==> src/rtl/bin_to_bcd_pkg.sv <==
// Shared widths, state encoding and counter sizing for the binary-to-BCD converter.
// Imported by the add-3 digit corrector and the top-level engine.
package bin_to_bcd_pkg;

    localparam int BIN_W = 16;
    localparam int N_DIG = 4;
    localparam int DIG_W = 4;
    localparam int BCD_W = N_DIG * DIG_W;
    localparam int CNT_W = 5;

    // Index of the final shift; the engine leaves SHIFT after this bit.
    localparam logic [CNT_W-1:0] LAST_BIT = CNT_W'(BIN_W - 1);

    typedef enum logic [1:0] {
        LOAD  = 2'd0,
        SHIFT = 2'd1,
        DONE  = 2'd2
    } state_t;

endpackage

==> src/rtl/bin_to_bcd_add3.sv <==
// Double-dabble digit corrector: a BCD digit of 5 or more gets +3 so that the
// following left shift carries correctly into the next decimal digit.
module bcd_add3
    import bin_to_bcd_pkg::*;
(
    input  logic [DIG_W-1:0] d,
    output logic [DIG_W-1:0] q
);

    assign q = (d >= DIG_W'(5)) ? d + DIG_W'(3) : d;

endmodule

==> src/rtl/bin_to_bcd.sv <==
// Free-running sequential double-dabble converter: samples bin, shifts it through a
// four-digit BCD accumulator over 16 cycles, then publishes the registered digits.
module bin_to_bcd
    import bin_to_bcd_pkg::*;
(
    input  logic             clk,
    input  logic             rst_n,
    input  logic [BIN_W-1:0] bin,
    output logic [DIG_W-1:0] un,
    output logic [DIG_W-1:0] dec,
    output logic [DIG_W-1:0] cent,
    output logic [DIG_W-1:0] milh
);

    state_t             state_reg;
    state_t             state_next;
    logic               load_en;
    logic               shift_en;
    logic               publish_en;

    logic [BIN_W-1:0]   sreg_reg;
    logic [BCD_W-1:0]   acc_reg;
    logic [BCD_W-1:0]   acc_adj;
    logic [CNT_W-1:0]   count_reg;
    logic [BCD_W-1:0]   out_reg;

    // All digits are corrected in parallel before the shift.
    generate
        for (genvar gi = 0; gi < N_DIG; gi++) begin : g_add3
            bcd_add3 u_add3 (
                .d (acc_reg[gi*DIG_W +: DIG_W]),
                .q (acc_adj[gi*DIG_W +: DIG_W])
            );
        end
    endgenerate

    always_ff @(posedge clk or negedge rst_n) begin
        if (!rst_n) begin
            state_reg <= LOAD;
        end else begin
            state_reg <= state_next;
        end
    end

    always_comb begin
        state_next = state_reg;
        unique case (state_reg)
            LOAD:    state_next = SHIFT;
            SHIFT:   state_next = (count_reg == LAST_BIT) ? DONE : SHIFT;
            DONE:    state_next = LOAD;
            default: state_next = LOAD;
        endcase
    end

    always_comb begin
        load_en    = 1'b0;
        shift_en   = 1'b0;
        publish_en = 1'b0;
        unique case (state_reg)
            LOAD:    load_en    = 1'b1;
            SHIFT:   shift_en   = 1'b1;
            DONE:    publish_en = 1'b1;
            default: load_en    = 1'b1;
        endcase
    end

    // The ten-thousands carry falls off the top of acc, giving bin mod 10000.
    always_ff @(posedge clk or negedge rst_n) begin
        if (!rst_n) begin
            sreg_reg  <= '0;
            acc_reg   <= '0;
            count_reg <= '0;
        end else if (load_en) begin
            sreg_reg  <= bin;
            acc_reg   <= '0;
            count_reg <= '0;
        end else if (shift_en) begin
            acc_reg   <= {acc_adj[BCD_W-2:0], sreg_reg[BIN_W-1]};
            sreg_reg  <= {sreg_reg[BIN_W-2:0], 1'b0};
            count_reg <= count_reg + CNT_W'(1);
        end
    end

    always_ff @(posedge clk or negedge rst_n) begin
        if (!rst_n) begin
            out_reg <= '0;
        end else if (publish_en) begin
            out_reg <= acc_reg;
        end
    end

    assign un   = out_reg[0*DIG_W +: DIG_W];
    assign dec  = out_reg[1*DIG_W +: DIG_W];
    assign cent = out_reg[2*DIG_W +: DIG_W];
    assign milh = out_reg[3*DIG_W +: DIG_W];

endmodule

==> config.mk <==
export PLATFORM = sky130hd
export DESIGN_NAME = bin_to_bcd
export DESIGN_NICKNAME = d
export VERILOG_FILES = /design/src/rtl/bin_to_bcd_pkg.sv /design/src/rtl/bin_to_bcd_add3.sv /design/src/rtl/bin_to_bcd.sv
export SDC_FILE = /design/constraint.sdc
export NUM_CORES = 1
export LEC_CHECK = 0
export ABC_AREA = 1
export CORE_ASPECT_RATIO = 2
export CORE_MARGIN = 1
export CORE_UTILIZATION = 30
export CTS_CLUSTER_DIAMETER = 150
export DETAILED_ROUTE_END_ITERATION = 12
export GPL_TIMING_DRIVEN = 0
export SETUP_SLACK_MARGIN = 0.05
export SLEW_MARGIN = 10
export SYNTH_ARGS = -nofsm -noshare
export SYNTH_HDL_FRONTEND = slang
export SYNTH_SLANG_ARGS = --single-unit
==> constraint.sdc <==
create_clock -name clk -period 1.3 [get_ports clk]
set_input_delay 0.195 -clock clk [delete_from_list [all_inputs] [get_ports clk]]
set_output_delay 0.195 -clock clk [all_outputs]
set_load 0.01 [all_outputs]
== Word-level counts from Yosys, hierarchy flattened ==
Cells that the tools add are included.
Word-level totals
  register bits: 55
  input bits: 18
  word-level logic and storage cells: 34
Cells by class
  $add $sub $neg: 5
  $lt $le $gt $ge: 4
  equal/unequal tests: 4
  mux-type cells: 14
  reduce and logical (&&, ||, !) cells: 2
Operators by type and width (count)
  $mux W16: 4
  $ge A4 B3 Y1 const B: 4
  $add A4 B2 Y4 const B: 3
  $mux W4: 3
  $mux W5: 2
  $add A5 B1 Y5 const B: 1
  $eq A5 B4 Y1 const B: 1
  $pmux W2 S2: 1
  $add A3 B2 Y3 const B: 1
  $mux W3: 1
  $eq A2 B1 Y1 const B: 1
  $eq A2 B2 Y1 const B: 1
  $logic_not A2 Y1: 1
  $mux W1: 2
  $mux W2: 1
  $ne A2 B1 Y1 const B: 1
  $reduce_or A2 Y1: 1

== Longest topological paths before layout ==
  word-level depth: 4
  depth in mapped cells: 8

== Cells and area by module ==
Synthesis repeated with hierarchy kept, for this count alone.
Unflattened totals
  cells, all modules: 334
  area total of the unflattened synthesis: 2767.7 um^2
By module, submodules not included
  bin_to_bcd: times used 1, cells an instance 242, area an instance 2227.1 um^2, sequential area each 1376.3 um^2
  bcd_add3: times used 4, cells an instance 23, area an instance 135.1 um^2, sequential area each 0.0 um^2

== Worst setup path before layout ==
Ideal clock, no wire load.
  kind: flip-flop to flip-flop
  start: reg state_reg[0]
  end: reg sreg_reg[1]
  library setup time: 0.087 ns
  data arrival time: 1.171 ns
  data required time: 1.213 ns
  slack: 0.043 ns
  stages on the path, launching flop included: 8
  buffers on the path: 1
  clock period less this slack: 1.257 ns
  cell sequence: dfrtp_1 -> inv_1 -> ha_1 -> inv_2 -> nor2_4 -> buf_6 -> inv_2 -> o211ai_1
Between the ends
  cells in the longest elaborated chain, start to end: 3
RTL lines
  from (decl): RTL line bin_to_bcd.sv:15  | state_t state_reg;
  from (signal assigned): RTL line bin_to_bcd.sv:41  | state_reg <= state_next;
  $eq A2 B2 Y1 / $eq A2 B1 Y1 (equally long branches): RTL line bin_to_bcd.sv:59  | unique case (state_reg)
  $reduce_or A2 Y1 (no source line) / $mux W1 (equally long branches)
  $ne A2 B1 Y1 (no source line) / $mux W16 (equally long branches)
  to (signal assigned): RTL line bin_to_bcd.sv:74  | sreg_reg <= bin;
  to (signal assigned): RTL line bin_to_bcd.sv:79  | sreg_reg <= {sreg_reg[BIN_W-2:0], 1'b0};
  to (decl): RTL line bin_to_bcd.sv:21  | logic [BIN_W-1:0] sreg_reg;
Several ways; a longest one is shown, not always the timed one.
A chain may end at the register's enable or synchronous reset.

== Worst setup path in the final report ==
  start: reg state_reg[0]
  end: reg acc_reg[6]
Between the ends
  cells in the longest elaborated chain, start to end: 3
RTL lines
  $eq A2 B2 Y1 / $eq A2 B1 Y1 (equally long branches): RTL line bin_to_bcd.sv:59
  $reduce_or A2 Y1 (no source line) / $mux W1 (equally long branches)
  $ne A2 B1 Y1 (no source line) / $mux W16 (equally long branches)
  to (signal assigned): RTL line bin_to_bcd.sv:78  | acc_reg <= {acc_adj[BCD_W-2:0], sreg_reg[BIN_W-1]};
  to (decl): RTL line bin_to_bcd.sv:22  | logic [BCD_W-1:0] acc_reg;
Several ways; a longest one is shown, not always the timed one.

==> impl_metrics.toml <==
[layout]
fin_util = 0.408
final_cell_mix = "134 x nand2_1, 54 x dfrtp_1, 27 x inv_1"
drive_gt1_frac = 0.123
layout_commonest_cell = "nand2_1"
num_antenna_cells = 0
area_growth_pct = 30.1
nets = 395
n_fill_cell = 853

[sta]
layout_setup_ws_ps = -95.6
fin_crit_sh = 1.07
final_max_slew_viol_count = 0
period_needed_ps = 1400
rsz0062_at_grt = "true"
final_hold_viol_count = 0
fmax_mhz = 717
tightest_slew_ps = 555
slew_headroom = 0.630
final.setup.tns_ps = -1970
clock_skew_ps = 6.31
setup_viol = 50

[global_route]
grt_util_all_layers = 0.147
antenna_found_initial = 0
grt_pass1_vias = 2285
grt_first_pass_wirelength_um = 10200
grt.overflow.total = 0
grt_max_degree = 34

[cts]
clkLatencyLatePin_ps = 290
root_buffer = "clkbuf_16"
cts_buffers = 5
cts_tree = "done"
cts-htree-levels = 2
clock_sinks = 55
clk_pin_slew_worst_paths_ps = 70
clockBufferDepth = 2

[worst_hold_path]
hp-class = "input pin to asynchronous set/reset pin"

[floorplan]
core_um2 = 8350
die_h_um = 134
start_util = 0.314
fp.dieW_um = 68.1
die_area_um2 = 9130
num_rows = 47
ios = 34

[pwr]
p_leak_nw = 1.81
p_per_area_nw_per_um2 = 1650
worst_ir_drop_vdd_v = 0.000885

[synth]
yosysWarningCount = 0
synth_fp_nets = 343
yosysTopAreaCell = "dfrtp_1"
synth.area.top_cells = "dfrtp_1 53%, nand2_1 19%, ha_1 6.2%, nand3_1 4.8%, inv_1 4.3%"
synth_top_area_share = 0.525
ys_seq_area_frac = 0.525
ys_ff_latch = 55
ys_types = 23
syn-cell-area_um2 = 2620
netlist_instances = 312
synth_area_per_cell_um2 = 8.40

[route]
drtIter0Drc = 109
routed_wl_um = 5810
antenna_left = 0
remaining_drc_errors = 0
vias = 2207
routedWlPerCell_um = 12.6
firstDrtPassIters = 6
viasPerCell = 4.77

[critical_path]
cp-start-kind = "flip-flop"
critPathLaunch = "state_reg[0]"
end_kind = "flip-flop"
endpoint = "acc_reg[6]"
arrival_ps = 1630
r2r_cells = 7
rr_startpoint = "state_reg[0]"
required_ps = 1530
reg2reg_slack_ps = -100
rr_endpoint = "acc_reg[6]"
critical_path_class = "flip-flop to flip-flop"
worstPathMaxFanout = 10

[run]
maxCapViolCount = 0

[place]
dp_hpwl_um = 4110
routabilityCongestion = 0.791
port_buffers = 33

[run_status]
violations = "negative setup slack"
status = "finished, violations left"
==> worst min path at each step <==
stage	to	cells past startpoint	start	slack, ps
2_1_floorplan	acc_reg[0]	0	rst_n	-100
4_1_cts	out_reg[8]	2	rst_n	440
6_report	out_reg[8]	2	rst_n	420
3_5_place_dp	out_reg[8]	1	rst_n	220
5_1_grt	sreg_reg[0]	3	bin[0]	490
3_3_place_gp	out_reg[6]	2	out_reg[6]	450
==> logic make-up (layout without fill, tap and decap cells) <==
logic type | Yosys count | count (layout) | share of synthesized area
fa+ha+maj | 13 | 13 | 0.0621
buf+inv | 42 | 95 | 0.0688
compound gates | 25 | 25 | 0.0621
simple gates | 177 | 177 | 0.282
flops | 55 | 55 | 0.525
==> through the flow <==
stage | total power, mW | area (um2) | hold slack, ps | instances | worst slack, ps
floorplan | 3.59 | 2640 | -101 | 312 | 63.0
global placement | 4.35 | 3090 | 453 | 443 | -1700
detailed placement | 4.46 | 3110 | 220 | 444 | -125
CTS | 5.61 | 3360 | 440 | 459 | -107
global route | 6.06 | 3410 | 494 | 463 | -193
finish | 5.61 | 3410 | 418 | 463 | -95.6
==> layer usage <==
| layer | up-vias | global-route usage | part of all wire | wire (um) |
|---|---|---|---|---|
| li1 | 1097 | - | - | - |
| met2 | 53 | 0.275 | 0.57 | 3300 |
| met5 | - | 0 | 0 | 0 |
| met4 | 0 | 0.0498 | 0.019 | 113 |
| met1 | 1047 | 0.156 | 0.38 | 2230 |
| met3 | 10 | 0.0221 | 0.030 | 172 |
==> synthesized netlist by cell type, drive strengths merged <==
library cell and count:
and3 2, nor2 5, nand4 8, o21bai 4, o22ai 1, o211ai 5, a22o 1, nor3 2
o21ai 8, a21oi 6, ha 13, nand2 135, buf 9, dfrtp 55, inv 32, nand3 25
clkbuf 1
==> layout make-up <==
type,instances,area (um2),share of cell area
Buffer,10,106,0.0312
Sequential cell,55,1380,0.404
Clock inverter,3,15.0,0.00440
Timing Repair Buffer,45,450,0.132
Inverter,32,125,0.0367
Multi-Input combinational cell,215,1090,0.319
Clock buffer,5,125,0.0367
Tap cell,98,123,0.0360
==> worst max-delay path, cell delays in order (launching register included) <==
cell     delay [ps]
dfrtp_1         370
inv_2            60
ha_2            190
buf_8           140
nor2_4          180
buf_4           220
nand3_1         110
nand2_1          70
==> repair_timing <==
item	4_1_cts	5_1_grt
endpoints found under the hold margin	22	0
hold buffers	1	0
endpoints found under the setup margin	70	55
gates cloned	2	0
pin swaps	11	3
buffers inserted	4	4
gates resized for setup	36	6
==> where the power goes <==
group | internal, mW | switching [mW]
logic | 0.791 | 1.03
clock network | 0.705 | 0.611
registers | 2.15 | 0.317
Power figures use the tool's default switching activity.
